==> src/rtl/ws2812_input_decoder.sv <==
// ws2812_input_decoder: WS2812 single-wire receiver. Classifies high pulses by width into bits, packs MSB-first bytes, reports the reset gap as frame_end.
// Ports: clk, rst (sync, active-high), din (async line) -> data_out[7:0], data_valid, frame_end, in_frame, error.
module ws2812_input_decoder #(
  parameter int INPUT_CLOCK = 12_000_000
) (
  input  logic       clk,
  input  logic       rst,
  input  logic       din,
  output logic [7:0] data_out,
  output logic       data_valid,
  output logic       frame_end,
  output logic       in_frame,
  output logic       error
);
  localparam int GLITCH = $rtoi(150e-9 * INPUT_CLOCK);
  localparam int THRESH = $rtoi(575e-9 * INPUT_CLOCK);
  localparam int MAXHIGH = $rtoi(2e-6 * INPUT_CLOCK);
  localparam int RESET_DETECT = $rtoi(50e-6 * INPUT_CLOCK);
  localparam int HW = $clog2(MAXHIGH + 2);
  localparam int LW = $clog2(RESET_DETECT + 1);
  localparam logic [HW-1:0] H_GLITCH = HW'(GLITCH);
  localparam logic [HW-1:0] H_THRESH = HW'(THRESH);
  localparam logic [HW-1:0] H_MAX = HW'(MAXHIGH);
  localparam logic [HW-1:0] H_SAT = HW'(MAXHIGH + 1);
  localparam logic [LW-1:0] L_GAP = LW'(RESET_DETECT);
  typedef enum logic [1:0] {SYNC, IDLE, HIGH, LOW} state_t;
  state_t state;
  logic s1, s, sp;
  logic [HW-1:0] h;
  logic [LW-1:0] l;
  logic [2:0] bit_cnt;
  logic [6:0] sh;
  logic rise, fall, bit_v;
  assign rise = s & ~sp;
  assign fall = ~s & sp;
  // h and l are registered run lengths of s, so on the falling-edge cycle h holds the full pulse width
  assign bit_v = h >= H_THRESH;
  always_ff @(posedge clk) begin
    if (rst) begin
      s1 <= 1'b0;
      s <= 1'b0;
      sp <= 1'b0;
      h <= '0;
      l <= '0;
      bit_cnt <= '0;
      sh <= '0;
      state <= SYNC;
      data_out <= '0;
      data_valid <= 1'b0;
      frame_end <= 1'b0;
      in_frame <= 1'b0;
      error <= 1'b0;
    end else begin
      s1 <= din;
      s <= s1;
      sp <= s;
      h <= s ? (h == H_SAT ? h : h + 1'b1) : '0;
      l <= s ? '0 : (l == L_GAP ? l : l + 1'b1);
      data_valid <= 1'b0;
      frame_end <= 1'b0;
      error <= 1'b0;
      case (state)
        SYNC: if (l == L_GAP) state <= IDLE;
        IDLE: if (rise) state <= HIGH;
        HIGH:
          if (h > H_MAX || (fall && h <= H_GLITCH)) begin
            error <= 1'b1;
            bit_cnt <= '0;
            in_frame <= 1'b0;
            state <= SYNC;
          end else if (fall) begin
            sh <= {sh[5:0], bit_v};
            bit_cnt <= bit_cnt + 1'b1;
            in_frame <= 1'b1;
            state <= LOW;
            if (bit_cnt == 3'd7) begin
              data_out <= {sh, bit_v};
              data_valid <= 1'b1;
            end
          end
        LOW:
          if (rise) state <= HIGH;
          else if (l == L_GAP) begin
            frame_end <= 1'b1;
            error <= bit_cnt != 3'd0;
            bit_cnt <= '0;
            in_frame <= 1'b0;
            state <= IDLE;
          end
      endcase
    end
  end
endmodule

==> config.mk <==
export PLATFORM = sky130hd
export DESIGN_NAME = ws2812_input_decoder
export DESIGN_NICKNAME = d
export VERILOG_FILES = /design/src/rtl/ws2812_input_decoder.sv
export SDC_FILE = /design/constraint.sdc
export NUM_CORES = 1
export LEC_CHECK = 0
export ABC_AREA = 1
export CAP_MARGIN = 20
export CELL_PAD_IN_SITES_DETAIL_PLACEMENT = 0
export CELL_PAD_IN_SITES_GLOBAL_PLACEMENT = 1
export CORE_AREA = 10 10 78 80
export DETAILED_ROUTE_END_ITERATION = 6
export DIE_AREA = 0 0 88 90
export HOLD_SLACK_MARGIN = 0.15
export PLACE_DENSITY_LB_ADDON = 0.1
export SLEW_MARGIN = 20
export SYNTH_ARGS = -nofsm -noshare
export SYNTH_HDL_FRONTEND = slang
export SYNTH_SLANG_ARGS = --single-unit
==> constraint.sdc <==
create_clock -name clk -period 1.5 [get_ports clk]
set_input_delay 0.225 -clock clk [delete_from_list [all_inputs] [get_ports clk]]
set_output_delay 0.225 -clock clk [all_outputs]
set_load 0.02 [all_outputs]
**After elaboration in Yosys (flattened, before gate mapping)**

Index checks and enable logic that the tools add are counted.

- Reductions and logical operators: 13
- Multiplexer cells: 22
- Bitwise logic cells: 8
- Equal/unequal tests: 10
- $add $sub $neg: 3
- Order comparisons: 3

Operators with widths:

| operator | number |
|---|---|
| two-way mux 3 bit | 4 |
| adder 10 x 1 -> 10 bit, second input constant | 1 |
| == test 10 bit, second input constant | 1 |
| two-way mux 2 bit | 5 |
| two-way mux 1 bit | 9 |
| one-hot mux 2 bit (4 select lines) | 1 |
| AND reduction 4 bit | 2 |
| != test 2 bit, second input constant | 3 |
| inverter 1 bit | 6 |
| one-hot mux 3 bit (2 select lines) | 1 |
| adder 5 x 1 -> 5 bit, second input constant | 1 |
| == test 5 bit, second input constant | 1 |
| greater-or-equal comparator 5 x 3 -> 1 bit, second input constant | 1 |
| greater-than comparator 5 bit, second input constant | 1 |
| <= comparator 5 x 1 -> 1 bit, second input constant | 1 |
| == test 2 bit, second input constant | 2 |
| one-hot mux 1 bit (2 select lines) | 2 |
| OR reduction 2 bit | 2 |
| OR reduction 4 bit | 1 |
| adder 3 x 1 -> 3 bit, second input constant | 1 |
| == test 3 bit, second input constant | 1 |
| != test 3 bit, second input constant | 1 |
| AND reduction 3 bit | 1 |
| nonzero test 3 bit | 1 |
| 8 further kinds | 9 |

- Logic and storage cells: 72
- Input port bits: 3
- Output and inout bits: 12
- Bits in registers: 42

**Longest topological paths before layout**

- Depth after elaboration: 6
- Mapped depth: 10

**Least setup slack after synthesis**

OpenSTA, ideal clock, no wires.

- Path kind: register to register
- From: reg h[1]
- To: reg data_out[2]
- Path slack: 124 ps
- Required time: 1386 ps
- Cell stages (with the launch flop): 10
- Library setup time: 114 ps
- Clock period less this slack: 1376 ps
- Data arrival time: 1261 ps
- Cell sequence: dfxtp_1 inv_1 ha_1 nand2_1 nand2_2 nand2_4 nand3_2 buf_6 nor3b_2 nor2_1

- Cells in the longest elaborated chain, start to end: 5
- Elaborated cells on any way between the ends: 6
- Those cells by class: order compare (2); bitwise (1); reduce/logical (3)

RTL lines:

| element | line | RTL |
|---|---|---|
| start, declared | 29 | `logic [HW-1:0] h;` |
| start signal, assigned | 57 | `h <= s ? (h == H_SAT ? h : h + 1'b1) : '0;` |
| <= comparator 5 x 1 -> 1 bit | 66 | `if (h > H_MAX \|\| (fall && h <= H_GLITCH)) begin` |
| logical AND 1 bit | 66 |  |
| logical OR 1 bit (*) | 66 |  |
| inverter 1 bit (no line) (*) | - |  |
| AND reduction 4 bit (no line) (*) | - |  |
| end signal, assigned | 77 | `data_out <= {sh, bit_v};` |
| end, declared | 9 | `output logic [7:0] data_out,` |

Mark *: on every way between the ends. The rest lies on a longest branch, timed or not.
A chain may end at the register's enable or synchronous reset.

**Worst setup path after layout**

- From: reg data_out[7]
- To: out data_out[7]

No word-level cell between the ends.

==> impl_metrics.csv <==
group,metric,value,unit
critical_path,endpoint_kind,"primary output",
cts,cts_root_buf,"clkbuf_8",
cts,htreeDepth,2,
critical_path,max_stage_delay,0.60,ns
layout,n_fill_cell,465,
placement,place_ws,-0.141,ns
detailed_routing,via_per_inst,4.71,
job,cap_violations,0,
critical_path,worst-path-buf-inv,1,
logic_synthesis,async_flop_share,0,%
power,p_leak,1.09,nW
layout,antenna_cells,0,
logic_synthesis,syn_nets,257,
critical_path,critPathTopFamily,"buffers and inverters",
cts,clockBufferDepth,2,
critical_path,worstPathRequired,1.27,ns
layout,drive_gt1_share,17.3,%
timing,fin_skew,0.00841,ns
logic_synthesis,synth_top_area_cell,"dfxtp_1",
detailed_routing,wl,3770,um
logic_synthesis,syn-cell-area,1880,um2
floorplanning,fp.dieW,88,um
cts,clk_pin_slew,0.09,ns
detailed_routing,postRouteAntennaNets,0,
layout,nets,288,
power,vdd_drop_max,0.630,mV
detailed_routing,post_drt_wl_per_cell,11.3,um
logic_synthesis,synth_ff_type,"dfxtp_1",
floorplanning,core_area,4600,um2
layout,postLayoutCoreUtil,50.1,%
logic_synthesis,yosys_register_bits,42,
placement,numPortBuffers,14,
critical_path,worstPathCellList,"clkdlybuf4s50_1",
critical_path,crit_type,"reg2out",
logic_synthesis,syn_inst,246,
floorplanning,rows,25,
floorplanning,fp.dieH,90,um
timing,fmax,689,MHz
logic_synthesis,ys_types,27,
logic_synthesis,synth_edf_count,0,
cts,cts_sinks,42,
cts,cts_tree,"built",
logic_synthesis,yosysMostFrequentCell,"nand2_1",
timing,timing.max_slew.rel_slack,77.1,%
power,power,0.00230,W
timing,worst_slack,0.0488,ns
global_routing,globalRouteOverflowTotal,0,
power,powerDensity,1000,nW/um2
critical_path,slowest_stage,"clkdlybuf4s50_1",
timing,min_period,1.45,ns
detailed_routing,vias,1565,
logic_synthesis,synth_area_leaders,"dfxtp_1, nand2_1, inv_1, a21oi_1, ha_1",
floorplanning,die_area,7920,um2
global_routing,grtUsageTotal,9.41,%
logic_synthesis,avgSynthCellArea,7.65,um2
cts,cts_buffers,5,
placement,gp_congestion,0.762,
floorplanning,start_util,41.0,%
critical_path,cp-start-kind,"flop",
critical_path,crit_fanout,2,
detailed_routing,drtIter0Drc,67,
placement,dp_hpwl,2760,um
timing,tns,0,ns
timing,hold_violations,0,
logic_synthesis,netlist_top_cells_count,"nand2_1, dfxtp_1, inv_1",
floorplanning,num_io_pins,15,
detailed_routing,drc,0,
critical_path,critPathArrivalTime,1.23,ns
logic_synthesis,synth_warnings,0,
outcome,outcome,"completed",
timing,worst_pin_slew,0.341,ns
layout,areaGrowthSynthToFinish,22.3,%
global_routing,grt_first_pass_wirelength,6220,um
global_routing,grt_pass1_vias,1392,
global_routing,grt_max_degree,15,
logic_synthesis,seq_area_frac_synth,44.7,%
timing,report.final.slew_viol_count,0,
cts,clock_latency,0.29,ns
timing,period_share,96.7,%
logic_synthesis,yosysTopAreaCellShare,44.7,%
worst_hold_path,worstHoldPathType,"reg2reg",
global_routing,antenna_found_initial,0,
detailed_routing,drt_pass1_iterations,4,
timing,finalSetupViolations,0,
==> worst paths after layout <==
| path | from | depth (start not counted) | end | slack, ns |
|---|---|---|---|---|
| hold / removal | s1$_SDFF_PP0_ | 2 | s$_SDFF_PP0_ | 0.41 |
| hold reg to reg | s1$_SDFF_PP0_ | 2 | s$_SDFF_PP0_ | 0.41 |
| setup / recovery | data_out[7]$_SDFFE_PP0P_ | 1 | data_out[7] | 0.05 |
| setup reg to reg | h[1]$_SDFFE_PP0P_ | 9 | data_out[1]$_SDFFE_PP0P_ | 0.10 |
==> kinds of logic (layout without fill, tap and decap cells) <==
| family | after synthesis | in the layout | synth area share [%] |
|---|---|---|---|
| AOI/OAI and AO/OA | 34 | 34 | 9.77 |
| and+or+nand+nor | 116 | 117 | 28.8 |
| DFF | 42 | 42 | 44.7 |
| adders and majority gates | 8 | 8 | 5.32 |
| xor gates and xnor gates | 4 | 4 | 1.86 |
| buffers and inverters | 42 | 73 | 9.57 |
==> cell usage in the layout (no fill, tap or decap), drive strengths merged <==
| cell type | Yosys | routed |
|---|---|---|
| nand4 | 4 | 5 |
| inv | 37 | 37 |
| xnor2 | 1 | 1 |
| nor3b | 2 | 2 |
| o21ai | 9 | 9 |
| nor3 | 5 | 5 |
| clkdlybuf4s50 | 0 | 8 |
| buf | 3 | 13 |
| dfxtp | 42 | 42 |
| nand3 | 19 | 19 |
| o21a | 1 | 1 |
| dlymetal6s2s | 0 | 6 |
| nand2 | 59 | 59 |
| clkbuf | 1 | 5 |
| xor2 | 3 | 3 |
| ha | 8 | 8 |
| clkinv | 1 | 3 |
| a21oi | 24 | 24 |
| clkinvlp | 0 | 1 |
| nor2 | 26 | 26 |
| or2 | 1 | 1 |
==> through the flow <==
stage	area, um2	hold slack, ns	cells
floorplan	1880	0.332	246
global placement	2120	0.402	319
detailed placement	2120	0.402	319
CTS	2210	0.414	327
global route	2300	0.429	332
finish	2300	0.412	332
==> flip-flops by register name, indices dropped and copies added, names as in the netlist, 2 cells and up <==
name and count:
sh 7, h 5, bit_cnt 3, l 10, data_out 8, state 2
==> layout make-up <==
class	count	area [um2]	share of cell area [%]
multi-input cells	163	905	39.3
flip-flops and latches	42	843	36.6
repair buffers	27	253	11.0
inverters	38	145	6.30
clock buffers	5	68.8	2.99
well taps	54	67.6	2.93
clock inverters	3	21.3	0.923
==> repair_timing <==
action | 4_1_cts | 5_1_grt
setup buffers | 0 | 4
setup endpoints to repair | 0 | 30
hold buffers | 0 | 0
endpoints found under the hold margin | 0 | 0
resized for setup | 0 | 16
==> routing by layer <==
metal / wire [um] / track usage, %
met4: 37 / 2.79
met5: 0 / 0
met1: 1950 / 12.6
met2: 1590 / 13.8
met3: 197 / 3.16
==> report_power, final <==
part	switching, W	total [W]	internal (W)
sequential	0.0000271	0.00118	0.00115
combinational	0.000235	0.000397	0.000162
clock	0.000401	0.000728	0.000327
total	0.000663	0.00230	0.00164
Power figures use the tool's default switching activity.
